===== src/rtl/cfg_word_loader.sv =====
`default_nettype none
`timescale 1ns/1ps
// +----------------------------------------------------------------------------+
// | Module   : cfg_word_loader                                                 |
// | Purpose  : Write-side driver for the configuration latch bank. Accepts     |
// |            configuration words over a valid/ready handshake, drives each   |
// |            word on a shared data bus and pulses exactly one bit of a       |
// |            registered one-hot enable vector so that one latch slice        |
// |            captures it. Each word uses a SETUP / STROBE / HOLD sequence,   |
// |            which gives the level-sensitive latches 1 cycle of setup and    |
// |            at least 1 cycle of hold around a glitch-free enable.           |
// | Option   : CFG_LOADER_CHECKSUM_EN - after the last data word, one extra    |
// |            word is consumed and compared against the XOR of all data       |
// |            words. io_err reports a mismatch. When the macro is undefined   |
// |            io_err is tied low and no checksum register exists.             |
// | Ports    : clk            rising-edge clock                                |
// |            reset          asynchronous active-high reset                   |
// |            io_start       begin a load sequence (only in IDLE or DONE)     |
// |            io_in_valid    input word available                             |
// |            io_in_ready    loader accepts a word this cycle                 |
// |            io_in_bits     input configuration word                         |
// |            io_d_out       registered latch data bus                        |
// |            io_configs_en  registered one-hot latch enables                 |
// |            io_busy        load sequence in progress                        |
// |            io_done        all words written, held until next start         |
// |            io_err         checksum mismatch                                |
// | Revision : 1.0  initial release                                            |
// +----------------------------------------------------------------------------+
module cfg_word_loader #(
  parameter int WORD_W    = 32,
  parameter int NUM_WORDS = 39,
  parameter int IDX_W     = 6
) (
  input  logic                 clk,
  input  logic                 reset,
  input  logic                 io_start,
  input  logic                 io_in_valid,
  output logic                 io_in_ready,
  input  logic [WORD_W-1:0]    io_in_bits,
  output logic [WORD_W-1:0]    io_d_out,
  output logic [NUM_WORDS-1:0] io_configs_en,
  output logic                 io_busy,
  output logic                 io_done,
  output logic                 io_err
);

  typedef enum logic [2:0] {
    S_IDLE   = 3'd0,
    S_WAIT   = 3'd1,
    S_SETUP  = 3'd2,
    S_STROBE = 3'd3,
    S_HOLD   = 3'd4,
    S_CHECK  = 3'd5,
    S_DONE   = 3'd6
  } state_t;

  localparam logic [NUM_WORDS-1:0] EN_ONE   = NUM_WORDS'(1);
  localparam logic [IDX_W-1:0]     LAST_IDX = IDX_W'(NUM_WORDS - 1);

  state_t           state;
  state_t           state_nxt;
  logic [IDX_W-1:0] idx;
  logic             start_load;
  logic             word_accept;
  logic             last_word;

  // Start is only honoured while not busy.
  assign start_load  = io_start && ((state == S_IDLE) || (state == S_DONE));
  assign word_accept = (state == S_WAIT) && io_in_valid;
  assign last_word   = (idx == LAST_IDX);

  always_ff @(posedge clk or posedge reset) begin
    if (reset) begin
      state <= S_IDLE;
    end else begin
      state <= state_nxt;
    end
  end

  always_comb begin
    state_nxt   = state;
    io_in_ready = 1'b0;
    io_busy     = 1'b0;
    io_done     = 1'b0;
    case (state)
      S_IDLE: begin
        if (io_start) state_nxt = S_WAIT;
      end
      S_WAIT: begin
        io_in_ready = 1'b1;
        io_busy     = 1'b1;
        if (io_in_valid) state_nxt = S_SETUP;
      end
      S_SETUP: begin
        io_busy   = 1'b1;
        state_nxt = S_STROBE;
      end
      S_STROBE: begin
        io_busy   = 1'b1;
        state_nxt = S_HOLD;
      end
      S_HOLD: begin
        io_busy = 1'b1;
        if (last_word) begin
`ifdef CFG_LOADER_CHECKSUM_EN
          state_nxt = S_CHECK;
`else
          state_nxt = S_DONE;
`endif
        end else begin
          state_nxt = S_WAIT;
        end
      end
      S_CHECK: begin
        io_in_ready = 1'b1;
        io_busy     = 1'b1;
        if (io_in_valid) state_nxt = S_DONE;
      end
      S_DONE: begin
        io_done = 1'b1;
        if (io_start) state_nxt = S_WAIT;
      end
      default: state_nxt = S_IDLE;
    endcase
  end

  // Data bus, word index and latch enables. The enables are a plain flop
  // bank loaded from SETUP so they can never glitch on a state decode, and
  // reset clears them asynchronously even in the middle of a strobe.
  always_ff @(posedge clk or posedge reset) begin
    if (reset) begin
      idx           <= '0;
      io_d_out      <= '0;
      io_configs_en <= '0;
    end else begin
      if (start_load) begin
        idx <= '0;
      end else if ((state == S_HOLD) && !last_word) begin
        idx <= idx + IDX_W'(1);
      end

      if (word_accept) begin
        io_d_out <= io_in_bits;
      end

      if (state == S_SETUP) begin
        io_configs_en <= EN_ONE << idx;
      end else begin
        io_configs_en <= '0;
      end
    end
  end

`ifdef CFG_LOADER_CHECKSUM_EN
  logic [WORD_W-1:0] checksum;
  logic              err_q;

  // The checksum word is only compared; it never reaches io_d_out.
  always_ff @(posedge clk or posedge reset) begin
    if (reset) begin
      checksum <= '0;
      err_q    <= 1'b0;
    end else begin
      if (start_load) begin
        checksum <= '0;
        err_q    <= 1'b0;
      end else if (word_accept) begin
        checksum <= checksum ^ io_in_bits;
      end else if ((state == S_CHECK) && io_in_valid) begin
        err_q <= (io_in_bits != checksum);
      end
    end
  end

  assign io_err = err_q;
`else
  assign io_err = 1'b0;
`endif

endmodule
`default_nettype wire

===== config.mk =====
export PLATFORM = sky130hd
export DESIGN_NAME = cfg_word_loader
export DESIGN_NICKNAME = d
export VERILOG_FILES = /design/src/rtl/cfg_word_loader.sv
export SDC_FILE = /design/constraint.sdc
export NUM_CORES = 1
export LEC_CHECK = 0
export BUFFER_PORTS_ARGS = -buffer_cell sky130_fd_sc_hd__buf_2
export CAP_MARGIN = 20
export CORE_ASPECT_RATIO = 0.6
export CORE_MARGIN = 1.5
export CORE_UTILIZATION = 45
export CTS_CLUSTER_DIAMETER = 60
export CTS_CLUSTER_SIZE = 16
export DETAILED_ROUTE_END_ITERATION = 16
export HOLD_SLACK_MARGIN = 0.08
export PLACE_DENSITY_LB_ADDON = 0.12
export SYNTH_ARGS = -nofsm -noshare
export SYNTH_HDL_FRONTEND = slang
export SYNTH_SLANG_ARGS = --single-unit
export TNS_END_PERCENT = 50

===== constraint.sdc =====
create_clock -name clk -period 2.9 [get_ports clk]
set_input_delay 0.29 -clock clk [delete_from_list [all_inputs] [get_ports clk]]
set_output_delay 0.29 -clock clk [all_outputs]
set_load 0.02 [all_outputs]

Word-level counts from Yosys, hierarchy flattened
Cells that the tools add are included.
- register bits: 80
- word-level logic and storage cells: 38
- output and inout bits: 75
- multiplexer cells: 11
- add/subtract/negate cells: 1
- equality and inequality tests: 10
- reductions and logical operators: 11
- shift-type cells: 1
- operators by type and width (operator ; count):
    2-to-1 mux 39 bit ; 1
    << shifter 1 x 6 -> 39 bit, first input constant ; 1
    case mux 3 bit (6 select lines) ; 1
    2-to-1 mux 3 bit ; 4
    2-to-1 mux 6 bit ; 2
    equality test 3 bit, second input constant ; 3
    adder 6 x 1 -> 6 bit, second input constant ; 1
    equality test 3 x 2 -> 1 bit, second input constant ; 2
    equality test 6 bit, second input constant ; 1
    OR reduction 5 bit ; 1
    != test 2 bit, second input constant ; 2
    OR reduction 2 bit ; 2
    equality test 3 x 1 -> 1 bit, second input constant ; 1
    logical AND 1 bit ; 3
    logical NOT 3 bit ; 1
    2-to-1 mux 1 bit ; 3
    AND reduction 3 bit ; 1
    != test 2 x 1 -> 1 bit, second input constant ; 1
    nonzero test 2 bit ; 1
    logical NOT 1 bit ; 1
    logical OR 1 bit ; 1

Longest topological paths before layout
Gate-level depths: netlist of run 1.
- depth after elaboration: 5
- depth in mapped cells: 5

Least setup slack after synthesis of run 1
No wires, ideal clock.
- kind: register to register
- from: register state[1]
- to: register idx[5]
- buffers on the path: 0
- data required time: 2.823 ns
- slack: 1.377 ns
- clock period less this slack: 1.523 ns
- stages on the path, launching flop included: 4
- arrival time: 1.446 ns
- cell sequence: dfrtp_1 -> or3b_4 -> or4_1 -> a21oi_1
- longest elaborated chain between the ends: 4
- elaborated cells between the ends (all ways): 8
- those cells by class: 2 x eq/ne; 1 x mux; 5 x reduce/logical
- RTL lines (item ; RTL line ; text):
    from (decl) ; 60 ; state_t state;
    from (signal assigned) ; 76 ; state <= state_nxt;
    equality test 3 bit or logical NOT 3 bit (tied branches) ; 68 ; assign start_load = io_start && ((state == S_IDLE) || (state == S_DONE));
    logical OR 1 bit ; 68 ;
    logical AND 1 bit ; 68 ;
    2-to-1 mux 6 bit or nonzero test 2 bit (tied branches) ; -- ;
    to (signal assigned) ; 139 ; idx <= idx + IDX_W'(1);
    to (decl) ; 62 ; logic [IDX_W-1:0] idx;
Parallel ways exist; a longest one is shown, timed or not.
A chain may end at the register's enable or synchronous reset.

Worst setup path after layout of run 1
- from: register state[1]
- to: register io_configs_en[14]
- longest elaborated chain between the ends: 2
- RTL lines (item ; RTL line ; text):
    equality test 3 x 2 -> 1 bit ; 146 ; if (state == S_SETUP) begin
    2-to-1 mux 39 bit ; 146 ;
    to (signal assigned) ; 147 ; io_configs_en <= EN_ONE << idx;
    to (decl) ; 41 ; output logic [NUM_WORDS-1:0] io_configs_en,
No other way between the ends.

==> impl_metrics.yaml, run 1 <==
sta:
  layout_setup_ws_ns: 1.07
  rsz0062_at_grt: "false"
  fin_crit_sh: 0.632
  relSlewSlack: 0.598
  finalSetupViolCount: 0
  worst_pin_slew_ns: 0.602
  clock-skew-final_ns: 0.00687
  drv_slew: 0
  hold_violations: 0
  period_needed_ns: 1.83
  max_clock_freq_ghz: 0.545
  setup_tns_ns: 0
min_path:
  hold_depth: 2
  worstHoldPathType: "input pin to flip-flop"
synthesis:
  syn_nets: 287
  syn_inst: 245
  yosys-top-cells-count: "80 x dfrtp_1, 32 x mux2_2, 32 x nor2_1"
  synth.distinct_cells: 33
  syn-cell-area_um2: 3110
  async_reset_ff_frac: 1.00
  synthTopCellsByArea: "dfrtp_1 64%, mux2_2 12%, nor2_1 3.9%"
  yosysMostFrequentCell: "dfrtp_1"
  yosys.area.top_type_share: 0.643
  yosys_warnings: 0
  synth_edf_count: 0
  yosys.area.top_type: "dfrtp_1"
  synth-main-ff-cell: "dfrtp_1"
  synth-seq-cells: 80
  syn_avg_cell_area_um2: 12.7
  ys_seq_area_frac: 0.643
cts:
  cts_buffer_depth: 2
  clk_pin_slew_worst_paths_ns: 0.06
  insertion_delay_ns: 0.33
  root_buffer: "clkbuf_16"
  htree_num_levels: 3
  cts_sinks: 80
  cts_tree: "built"
  cts_buffers: 9
placement:
  pre_cts_slack_ns: 1.09
  dp_hpwl_mm: 4.55
  io_buffers: 109
  gp_congestion: 0.764
  dpl_cell_area_um2: 3740
  dp.cells: 430
detailed_routing:
  drtIter0Drc: 78
  avgRoutedWirePerCell_um: 13.8
  wl_mm: 6.17
  drcViolationCount: 0
  ant_nets: 0
  dr.pass1.iters: 4
  viasPerCell: 4.79
  vias: 2135
final_layout:
  final_area_um2: 4040
  drive_gt1_frac: 0.454
  fin_nets: 397
  antenna_cells: 0
  fin_cells: 446
  area_growth_pct: 29.8
global_route:
  grt_overflow: 0
  antenna_found_initial: 0
  grt_max_degree: 38
  grt_pass1_vias: 1888
  track_usage: 0.170
  grt_pass1_wl_mm: 9.24
critical_path:
  r2r_cells: 3
  slowest_stage: "dfrtp_1"
  worstPathArrival_ns: 2.09
  required_ns: 3.16
  worstSetupStartpointType: "flip-flop"
  cp_max_fo: 16
  worstPathCellList: "or3b_1 > nor3_1 > and4_1"
  end_kind: "flip-flop"
  critPathKind: "flip-flop to flip-flop"
  slowest_delay_ns: 0.62
power:
  p_switching_uw: 1380
  leakage_uw: 0.00211
  swShare: 0.345
  p_total_uw: 4000
  clkPwrFrac: 0.276
  combPwrFrac: 0.327
  p_per_area_nw_per_um2: 990
  ir_worst_vdd_uv: 430
  pwr-share-seq: 0.398
  internal_power_uw: 2620
die:
  coreArea_um2: 6680
  dieHeight_um: 67.4
  initial_core_util: 0.466
  die-width_um: 110
  pin_count: 111
  die_area_um2: 7450
  row_count: 23
status:
  outcome: "complete, no violations"
run:
  drv_cap: 0
-- what timing repair did --
action | 4_1_cts | 5_1_grt
hold buffers | 1 | 0
resized for setup | 0 | 0
setup buffers | 0 | 0
hold endpoints to repair | 35 | 0
-- power by group through the flow --
stage	clock [µW]	combinational (µW)	sequential, µW
floorplan	0	659	1850
global placement	0	1300	1600
detailed placement	0	1330	1610
CTS	1130	1330	1590
global route	1180	1430	1640
finish	1100	1310	1590
-- sequential cells by signal, indices dropped and copies added, names as in the netlist --
signal	flops
io_configs_en	39
io_d_out	32
idx	6
state	3
-- layer usage --
layer	wire [µm]	part of all wire	track usage
met2	2570	0.42	0.225
met4	91	0.015	0.0721
met3	419	0.068	0.0502
met1	3090	0.50	0.257
met5	0	0	0
-- critical path: cells and delay by family, from the launching register on --
| family | cells | cell delay, ns |
|---|---|---|
| flops | 1 | 0.62 |
| simple gates | 3 | 1.14 |
-- area by class of cell --
class | count | area [µm²]
fillers | 565 | 2630
flip-flops and latches | 80 | 2000
multi-input cells | 146 | 1040
repair buffers | 113 | 578
clock buffers | 10 | 239
well taps | 87 | 109
clock inverters | 5 | 56.3
inverters | 5 | 20.0
-- stage by stage --
| stage | hold slack (ns) | util |
|---|---|---|
| floorplan | 0.442 | - |
| global placement | 0.380 | 0.560 |
| detailed placement | 0.378 | 0.560 |
| CTS | 0.180 | 0.606 |
| global route | 0.184 | 0.606 |
| finish | 0.189 | 0.606 |
-- cell usage in the layout, fill, tap and decap left out, types with 2 or more instances in the layout --
cell type and instances:
nor2b_1 5, mux2_2 32, or4_1 2, nor2_1 32
buf_2 109, buf_4 3, or3b_1 2, and4_1 5
nand2_1 13, mux2i_1 4, nor3_1 2, a21oi_1 4
nand3_1 3, inv_1 4, clkbuf_16 9, clkinv_2 3
dfrtp_1 80, and2_1 2, ha_1 6, and3_1 8
nand2b_1 5, o21ai_0 8
-- cells by family (layout without fill, tap and decap cells) --
group,Yosys count,count (layout),synth area share
adder cells (fa/ha/maj),6,6,0.0241
buffers and inverters,19,133,0.0253
XOR/XNOR,1,1,0.00281
multiplexers,36,36,0.129
AND/OR/NAND/NOR,85,85,0.143
other,1,1,0.00120
flip-flops,80,80,0.643
AO/OA/AOI/OAI,17,17,0.0317
-- worst paths after layout --
kind | from | end | slack [ns]
min in group asynchronous | reset | io_d_out[12] | 0.55
min reg2reg | io_d_out[20] | io_d_out[20] | 0.50
min | io_in_bits[6] | io_d_out[6] | 0.19
max | state[1] | io_configs_en[14] | 1.07
max reg2reg | state[1] | io_configs_en[14] | 1.07
max in group asynchronous | reset | io_configs_en[5] | 1.62
Note: power is estimated with default switching activity, not from simulation.
==> run 2: changes to the inputs <==
CORE_UTILIZATION = 44   (was 45)
clock period = 1.5 ns   (was 2.9 ns; I/O delays follow)
==> impl_metrics.yaml, run 2 (synthesis results as in run 1) <==
sta:
  fin_crit_sh: 1.02
  finalSetupViolCount: 25
  layout_setup_ws_ns: -0.0321
  hold_violations: 0
  drv_slew: 0
  max_clock_freq_ghz: 0.653
  period_needed_ns: 1.53
  clock-skew-final_ns: 0.00420
  rsz0062_at_grt: "true"
critical_path:
  worstPathArrival_ns: 1.80
  end_kind: "flip-flop"
  r2r-end: "idx[5]"
  r2r_start: "state[1]"
  worstSetupStartpointType: "flip-flop"
  regToRegSetupSlack_ns: -0.03
  critPathKind: "flip-flop to flip-flop"
  r2r_cells: 3
  cp_max_fo: 6
  required_ns: 1.77
placement:
  io_buffers: 109
  pre_cts_slack_ns: -0.0519
  dp_hpwl_mm: 4.90
  gp_congestion: 0.779
  dpl_cell_area_um2: 3890
cts:
  cts_buffer_depth: 2
  cts_sinks: 80
  clk_pin_slew_worst_paths_ns: 0.06
  cts_tree: "built"
  root_buffer: "clkbuf_16"
  insertion_delay_ns: 0.33
  htree_num_levels: 3
  cts_buffers: 9
global_route:
  grt_overflow: 0
  grt_pass1_vias: 2172
  antenna_found_initial: 0
  grt_max_degree: 33
  track_usage: 0.200
  grt_pass1_wl_mm: 11.2
min_path:
  holdPathEnd: "state[1]"
  min_from: "io_start"
  worstHoldPathType: "input pin to flip-flop"
  hold_depth: 3
die:
  die_area_um2: 7610
  row_count: 23
  coreArea_um2: 6760
  die-width_um: 112
  pin_count: 111
  initial_core_util: 0.460
  dieHeight_um: 68.2
power:
  leakage_uw: 0.00240
  p_per_area_nw_per_um2: 1830
  ir_worst_vdd_uv: 1480
final_layout:
  top_register: "io_configs_en"
  largest_registers: "io_configs_en: 39 flops, io_d_out: 32 flops, idx: 6 flops"
  area_growth_pct: 51.0
  seqCellArea_um2: 2010
  final_common_cell: "buf_2"
  layout_common_cells: "107 x buf_2, 76 x dfrtp_1, 33 x dlygate4sd3_1"
  antenna_cells: 0
  post-route-util: 0.695
  multi_input_area_um2: 1110
  largest_reg_flops: 39
  final_area_um2: 4700
  drive_gt1_frac: 0.484
  num-fill-cells: 470
  fin_nets: 449
detailed_routing:
  viasPerCell: 4.77
  vias: 2373
  ant_nets: 0
  dr.pass1.iters: 4
  avgRoutedWirePerCell_um: 14.9
  drcViolationCount: 0
  drtIter0Drc: 63
  wl_mm: 7.42
run:
  drv_cap: 0
status:
  outcome: "complete, but fails checks"
  violations: "setup timing"
==> run 2: critical path, stage by stage (launching register included) <==
cell and delay [ns]:
dfrtp_2 0.46, or3b_4 0.39, or4_1 0.49, a21oi_2 0.13
==> run 2: metrics by stage <==
step	std cells	TNS, ns	total power [µW]	hold WS [ns]
final	498	-0.199	8620	0.163
after floorplan	245	-0.588	4850	0.302
after global placement	444	-0.0106	5860	0.169
after detailed placement	444	-0.630	5950	0.181
after CTS	492	-0.0450	8360	0.135
after global routing	498	-2.16	9120	0.183
==> run 2: cell type report <==
type,count,area share
Inverter,5,0.00479
Multi-Input combinational cell,146,0.235
Tap cell,87,0.0231
Sequential cell,80,0.427
Clock inverter,6,0.0181
Clock buffer,9,0.0479
Timing Repair Buffer,165,0.244
==> run 2: power by group <==
group	switching, µW	leakage, µW	total [µW]	internal [µW]
logic	1780	0.00121	3320	1540
clock network	834	0.000147	2270	1440
registers	319	0.00104	3020	2700
total	2930	0.00240	8620	5680
==> run 2: worst max path at each step <==
stage                   from           endpoint  slack, ns
CTS                 state[0]            io_done      -0.03
global route        state[1]       io_d_out[23]      -0.07
finish              state[1]             idx[5]      -0.03
global placement    state[1]             idx[5]     -0.006
floorplan           state[1]             idx[5]      -0.02
detailed placement  state[0]  io_configs_en[32]      -0.05
==> run 2: layer usage <==
layer  up-vias  part of all wire  GRT usage
li1       1147                 -          -
met2        67              0.45      0.284
met1      1150              0.48      0.276
met5         -                 0          0
met3         9             0.059     0.0788
met4         0             0.013     0.0807
==> run 2: what timing repair did <==
action,in CTS,in global routing
endpoints found under the setup margin,42,57
pin swaps,5,2
hold endpoints to repair,46,0
cloned,0,2
hold buffers,33,0
buffers inserted,0,4
resized for setup,7,24
==> run 3: changes to the inputs <==
--- a/config.mk
+++ b/config.mk
@@ -13,3 +13,2 @@
 export CTS_CLUSTER_DIAMETER = 60
-export CTS_CLUSTER_SIZE = 16
 export DETAILED_ROUTE_END_ITERATION = 16
==> constraint.sdc (replaced) <==
create_clock -name clk -period 1.5 [get_ports clk]
set_input_delay 0 -clock clk [delete_from_list [all_inputs] [get_ports clk]]
set_output_delay 0 -clock clk [all_outputs]
set_load 0.02 [all_outputs]
==> impl_metrics.yaml, run 3 (synthesis results as in run 1) <==
status:
  outcome: "complete, but fails checks"
  violations: "setup timing"
min_path:
  worstHoldPathType: "input pin to asynchronous set/reset pin"
final_layout:
  drive_gt1_frac: 0.478
  final_common_cell: "buf_2"
  area_growth_pct: 48.1
  fin_nets: 445
  largest_reg_flops: 39
  top_register: "io_configs_en"
  num-fill-cells: 518
  antenna_cells: 0
  post-route-util: 0.682
  layout_common_cells: "108 x buf_2, 79 x dfrtp_1, 35 x dlygate4sd3_1"
  largest_registers: "io_configs_en: 39 flops, io_d_out: 32 flops, idx: 6 flops"
sta:
  fin_crit_sh: 1.03
  hold_violations: 0
  setup_tns_ns: -0.0698
  clock-skew-final_ns: 0.00709
  rsz0062_at_grt: "true"
  finalSetupViolCount: 3
  max_clock_freq_ghz: 0.649
  drv_slew: 0
  period_needed_ns: 1.54
  layout_setup_ws_ns: -0.0417
critical_path:
  worstSetupStartpointType: "flip-flop"
  critPathKind: "flip-flop to flip-flop"
  worstPathArrival_ns: 1.81
  required_ns: 1.76
  end_kind: "flip-flop"
  cp_max_fo: 4
power:
  internal_power_uw: 5240
  clkPwrFrac: 0.246
  p_switching_uw: 2950
  combPwrFrac: 0.389
  ir_worst_vdd_uv: 1140
  leakage_uw: 0.00234
  pwr-share-seq: 0.366
  p_per_area_nw_per_um2: 1780
  swShare: 0.360
global_route:
  grt_overflow: 0
  antenna_found_initial: 0
  track_usage: 0.195
  grt_pass1_wl_mm: 11.1
  grt_max_degree: 81
  grt_pass1_vias: 2237
detailed_routing:
  vias: 2355
  wl_met2_mm: 3.17
  wl_mm: 7.11
  avgRoutedWirePerCell_um: 14.4
  drtIter0Drc: 97
  top_layer: "met4"
  viasPerCell: 4.76
  ant_nets: 0
  wl_met3_um: 351
  wl_met1_mm: 3.48
  dr.pass1.iters: 4
  drcViolationCount: 0
placement:
  io_buffers: 109
  pre_cts_slack_ns: -0.0448
  dp_hpwl_mm: 4.57
  gp_congestion: 0.730
cts:
  root_buffer: "clkbuf_16"
  cts_buffers: 9
  cts_buffer_depth: 2
  cts_tree: "built"
  htree_num_levels: 3
  clk_pin_slew_worst_paths_ns: 0.06
  cts_sinks: 80
  insertion_delay_ns: 0.34
die:
  die_area_um2: 7610
  dieHeight_um: 68.2
  die-width_um: 112
  pin_count: 111
  coreArea_um2: 6760
  row_count: 23
  initial_core_util: 0.460
run:
  drv_cap: 0
-- run 3: per-layer routing --
layer,vias to the layer above,global-route usage
li1,1143,-
met1,1139,0.277
met2,67,0.285
met3,6,0.0576
met4,0,0.0807
met5,-,0
-- run 3: critical path, cell delays in order (launching register included) --
cell and delay (ns):
dfrtp_1 0.42, or3b_4 0.40, or4_4 0.52, a21oi_2 0.13
-- run 3: power groups by stage --
stage	clock (µW)	combinational, µW	sequential, µW
after floorplan	0	1270	3580
after global placement	0	2860	2990
after detailed placement	0	2910	3010
after CTS	2080	3030	2980
after global routing	2150	3430	3070
final	2010	3180	2990
-- run 3: final cells by class --
cell class	count	area (µm²)	share of cell area
flip-flops and latches	80	2000	0.434
well taps	87	109	0.0236
clock inverters	7	53.8	0.0117
inverters	5	22.5	0.00488
clock buffers	9	225	0.0488
repair buffers	161	1080	0.234
multi-input cells	146	1120	0.243
-- run 3: worst paths after layout --
check                                    from                end  slack, ns  depth (start not counted)
worst max-delay path                 state[2]             idx[5]      -0.04                          3
worst min-delay path                    reset  io_configs_en[21]       0.33                          4
worst max register to register       state[2]             idx[5]      -0.04                          3
worst min register to register    io_d_out[9]        io_d_out[9]       0.50                          1
max in group asynchronous               reset           state[0]       0.82                          4
min in group clk                io_in_bits[1]        io_d_out[1]       0.43                          3
-- run 3: timing repair --
item	in CTS	in global routing
setup buffers	1	2
pin swaps	2	2
gates resized for setup	5	22
hold buffers	35	0
endpoints found under the setup margin	41	74
hold endpoints to repair	115	0
-- run 3: metrics by stage --
stage / instances / total power [µW] / hold slack (ns) / cell area [µm²]
finish: 495 / 8190 / 0.326 / 4610
global route: 495 / 8650 / 0.389 / 4610
CTS: 493 / 8080 / 0.342 / 4520
detailed placement: 441 / 5920 / 0.154 / 3860
global placement: 441 / 5850 / 0.148 / 3860
floorplan: 245 / 4850 / 0.152 / 3120
